File: src/rtl/eth_pcs_rx_gearbox.sv
// 32-to-66 bit receive gearbox: re-frames the SERDES bit stream into a sync header
// plus two 32-bit payload transfers, with a one-bit slip for block-lock search.
module eth_pcs_rx_gearbox (
    input  logic        i_clk,
    input  logic        i_reset,
    input  logic [31:0] i_rx_data,
    input  logic        i_slip,
    output logic        o_clk_en,
    output logic        o_grbx_hdr_valid,
    output logic [1:0]  o_grbx_hdr,
    output logic [31:0] o_grbx_data,
    output logic        o_dbg_phase
);
    localparam int W_DATA = 32;
    localparam int W_SYNC = 2;

    typedef enum logic {
        PH_HDR  = 1'b0,
        PH_DATA = 1'b1
    } phase_t;

    phase_t      phase;
    logic [65:0] bit_buf;
    logic [6:0]  fill;
    logic        slip_pend;
    logic        slip_q;

    logic [6:0]  avail;
    logic [6:0]  need;
    logic [65:0] merged;
    logic [33:0] aligned;
    logic        slip_req;
    logic        extract;

    // Valid-only stream, no backpressure: o_clk_en marks a payload transfer in the
    // cycle it is high; o_grbx_hdr_valid is only high with o_clk_en and tags the
    // first transfer of a block, whose second transfer always follows next cycle.
    always_comb begin
        avail    = fill + 7'd32;
        need     = 7'd34 + {6'd0, slip_pend};
        merged   = bit_buf | ({34'd0, i_rx_data} << fill);
        aligned  = slip_pend ? merged[34:1] : merged[33:0];
        // Rising edge only, so a slip held for several cycles drops a single bit.
        slip_req = i_slip && !slip_q;
        extract  = (phase == PH_HDR) && (avail >= need);
    end

    assign o_dbg_phase = phase;

    always_ff @(posedge i_clk or posedge i_reset) begin
        if (i_reset) begin
            phase            <= PH_HDR;
            bit_buf          <= '0;
            fill             <= '0;
            slip_pend        <= 1'b0;
            slip_q           <= 1'b0;
            o_clk_en         <= 1'b0;
            o_grbx_hdr_valid <= 1'b0;
            o_grbx_hdr       <= '0;
            o_grbx_data      <= '0;
        end else begin
            slip_q <= i_slip;
            if (phase == PH_DATA) begin
                o_clk_en         <= 1'b1;
                o_grbx_hdr_valid <= 1'b0;
                o_grbx_data      <= merged[W_DATA-1:0];
                bit_buf          <= merged >> W_DATA;
                fill             <= avail - 7'd32;
                slip_pend        <= slip_pend || slip_req;
                phase            <= PH_HDR;
            end else if (extract) begin
                o_clk_en         <= 1'b1;
                o_grbx_hdr_valid <= 1'b1;
                o_grbx_hdr       <= aligned[W_SYNC-1:0];
                o_grbx_data      <= aligned[33:2];
                bit_buf          <= merged >> need;
                fill             <= avail - need;
                // A slip arriving while one is being applied is ignored.
                slip_pend        <= slip_req && !slip_pend;
                phase            <= PH_DATA;
            end else begin
                o_clk_en         <= 1'b0;
                o_grbx_hdr_valid <= 1'b0;
                bit_buf          <= merged;
                fill             <= avail;
                slip_pend        <= slip_pend || slip_req;
            end
        end
    end
endmodule

File: config.mk
export PLATFORM = sky130hd
export DESIGN_NAME = eth_pcs_rx_gearbox
export DESIGN_NICKNAME = d
export VERILOG_FILES = /design/src/rtl/eth_pcs_rx_gearbox.sv
export SDC_FILE = /design/constraint.sdc
export NUM_CORES = 1
export LEC_CHECK = 0
export BUFFER_PORTS_ARGS = -buffer_cell sky130_fd_sc_hd__buf_2
export CAP_MARGIN = 10
export CELL_PAD_IN_SITES_DETAIL_PLACEMENT = 0
export CELL_PAD_IN_SITES_GLOBAL_PLACEMENT = 1
export CORE_ASPECT_RATIO = 0.6
export CORE_MARGIN = 1.5
export CORE_UTILIZATION = 45
export CTS_BUF_LIST = sky130_fd_sc_hd__clkbuf_4 sky130_fd_sc_hd__clkbuf_8 sky130_fd_sc_hd__clkbuf_16
export DETAILED_ROUTE_END_ITERATION = 10
export PLACE_DENSITY_LB_ADDON = 0.08
export SYNTH_ARGS = -nofsm -noshare
export SYNTH_HDL_FRONTEND = slang
export SYNTH_SLANG_ARGS = --single-unit
export TNS_END_PERCENT = 30
File: constraint.sdc
create_clock -name i_clk -period 9 [get_ports i_clk]
set_input_delay 1.35 -clock i_clk [delete_from_list [all_inputs] [get_ports i_clk]]
set_output_delay 1.35 -clock i_clk [all_outputs]
set_load 0.01 [all_outputs]
==> run_results.csv <==
group,metric,value,unit
status,outcome,"finished, final reports clean",
synthesis,yosys_most_used_dff,"dfrtp_1",
grt,grt_pass1_vias,7643,
cells_and_area,drive_above_1_share,20.3,%
die,fp-row-count,37,
timing,finClkSkew,0.0115,ns
min_path,holdCritPathClass,"reg2reg",
timing,hold_violations,0,
cells_and_area,nets,945,
grt,grt_max_degree,82,
drt,wl_per_cell,28.8,microns
clocking,clk_pin_slew,0.07,ns
timing,tns,0,ns
placement,post-dp-hpwl,23.9,mm
grt,grt.total_usage,35.6,%
timing,setup_viol,0,
worst_setup_path,cp_max_fo,20,
synthesis,ys_seq_area_share,34.0,%
timing,fin_ws,4.45,ns
timing,tightestPinTransition,1.24,ns
clocking,clk_latency,0.36,ns
timing,slew_violations,0,
timing,fmax,220,MHz
worst_setup_path,rr_worst_depth,11,
worst_setup_path,cp-start-kind,"register",
synthesis,synth_edf_count,0,
clocking,clk_path_buf_depth,2,
worst_setup_path,critPathCaptureType,"register",
cells_and_area,synthToLayoutAreaGrowth,9.93,%
job,timing.max_cap.violations,0,
clocking,h-tree-depth,3,
placement,gp_congestion,0.969,
clocking,postCtsSetupBuffers,0,
synthesis,netlist_instances,879,
die,coreArea,0.0175,sq mm
cells_and_area,layout_common_cells,"108 x dfrtp_1, 92 x nor2_1, 90 x nand2_1, 73 x a21oi_1, 71 x buf_2",
clocking,tritoncts,"built",
min_path,whs_path_depth,1,
timing,slew_headroom,16.7,%
drt,drtIter0Drc,1495,
worst_setup_path,arrival,4.79,ns
timing,rsz0062_at_grt,"no",
synthesis,netlist_area,0.00817,sq mm
synthesis,ys_ff_latch,111,
die,pin_count,72,
grt,grt_pass1_wl,49.8,mm
worst_setup_path,critPathRequiredTime,9.24,ns
placement,numPortBuffers,71,
cells_and_area,final_common_cell,"dfrtp_1",
timing,period_share,50.6,%
drt,vias_per_cell,7.03,
synthesis,async_flop_share,100,%
die,start_util,46.8,%
worst_setup_path,crit_type,"reg2reg",
drt,dr.pass1.iters,6,
die,die_x,177,microns
clocking,cts-root-buf,"clkbuf_16",
clocking,cts-buffers-inserted,9,
clocking,cts_resized,0,
placement,dp_slack,4.59,ns
die,die_y,107,microns
clocking,cts_sinks,111,
synthesis,syn_avg_cell_area,9.29,sq um
drt,finalWirelength,33.1,mm
synthesis,synth.distinct_cells,80,
clocking,postCtsHoldBufs,0,
drt,vias,8068,
synthesis,ys_warn_count,0,
drt,drtAntennaViolNets,0,
die,dieArea,0.0190,sq mm
grt,grt-ovfl-total,0,
grt,antenna_found_initial,0,
synthesis,synth_fp_nets,917,
drt,drc,0,
timing,fin_crit,4.55,ns
## metrics by stage
step | util, % | area (sq um) | hold slack, ns | instances
floorplan | - | 8170 | 0.399 | 879
global placement | 49.6 | 8650 | 0.410 | 1130
detailed placement | 49.6 | 8650 | 0.410 | 1130
CTS | 51.4 | 8970 | 0.420 | 1146
global route | 51.4 | 8970 | 0.463 | 1146
finish | 51.4 | 8980 | 0.421 | 1148
## final cells by class
| class | instances | area [sq um] |
|---|---|---|
| fill | 1645 | 8480 |
| multi-input combinational | 676 | 5000 |
| sequential | 111 | 2780 |
| timing repair buffer | 92 | 513 |
| tap | 234 | 293 |
| clock buffer | 10 | 239 |
| clock inverter | 6 | 83.8 |
| inverter | 17 | 66.3 |
| antenna | 2 | 5.00 |
## metal layers
| layer | up-vias | track usage (%) | part of all wire (%) |
|---|---|---|---|
| li1 | 3429 | - | - |
| met1 | 4040 | 50.0 | 43 |
| met2 | 540 | 49.4 | 41 |
| met3 | 59 | 16.9 | 15 |
| met4 | 0 | 7.32 | 1.8 |
| met5 | - | 0 | 0 |
## registers in the layout, indices dropped and copies added, names as in the netlist
register,cells
slip_pend,1
o_dbg_phase,1
o_grbx_data,32
bit_buf,66
o_clk_en,1
fill,7
o_grbx_hdr,2
slip_q,1
## kinds of logic after synthesis
group | Yosys count | synth area share (%)
simple gates | 254 | 14.1
compound gates | 314 | 27.4
mux | 100 | 18.5
buf+inv | 92 | 5.04
flops | 111 | 34.0
xor+xnor | 5 | 0.536
fa+ha+maj | 3 | 0.460
## worst max-delay path, stage by stage, from the launching register on
cell	delay [ns]
dfrtp_1	0.78
clkinv_1	0.39
ha_1	0.43
a41o_1	0.30
a21o_1	0.18
buf_4	0.22
nand2_1	0.44
buf_4	0.29
inv_1	0.28
nand2_1	0.62
o22ai_1	0.20
a221o_1	0.29
## cells in the mapped netlist (5+ instances only)
cell type / n / area (sq um)
o22ai_1: 19 / 119
nand3_1: 12 / 60.1
a22oi_1: 19 / 143
mux2_2: 21 / 236
a221oi_1: 11 / 96.3
a22o_1: 7 / 61.3
and2_1: 11 / 68.8
o211ai_1: 10 / 75.1
inv_1: 13 / 48.8
nor2_1: 92 / 345
dfrtp_1: 111 / 2780
nor3_1: 15 / 75.1
nand2_1: 90 / 338
buf_2: 9 / 45.0
clkbuf_1: 53 / 199
a21o_1: 16 / 120
mux4_1: 9 / 236
and3_1: 7 / 43.8
nor2b_1: 5 / 31.3
nand2b_1: 6 / 37.5
mux2i_1: 39 / 390
a21oi_1: 74 / 370
a211o_1: 10 / 87.6
a211oi_1: 13 / 97.6
o21bai_1: 6 / 45.0
o21ai_0: 40 / 200
mux4_2: 22 / 495
a2bb2oi_1: 6 / 52.6
a221o_1: 14 / 140
buf_1: 7 / 26.3
o221ai_1: 19 / 166
a31oi_1: 9 / 56.3
## final timing paths
kind / startpoint / slack [ns] / endpoint
setup / recovery: fill[5] / 4.45 / bit_buf[12]
hold / removal: slip_q / 0.42 / slip_pend
setup reg to reg: fill[5] / 4.45 / bit_buf[12]
hold reg to reg: slip_q / 0.42 / slip_pend
max in group asynchronous: i_reset / 6.53 / o_dbg_phase
min in group asynchronous: i_reset / 1.08 / bit_buf[44]
Power is left out: the tool's default activity adds up to more than one toggle a clock period on the data nets, which glitch-free logic cannot reach.
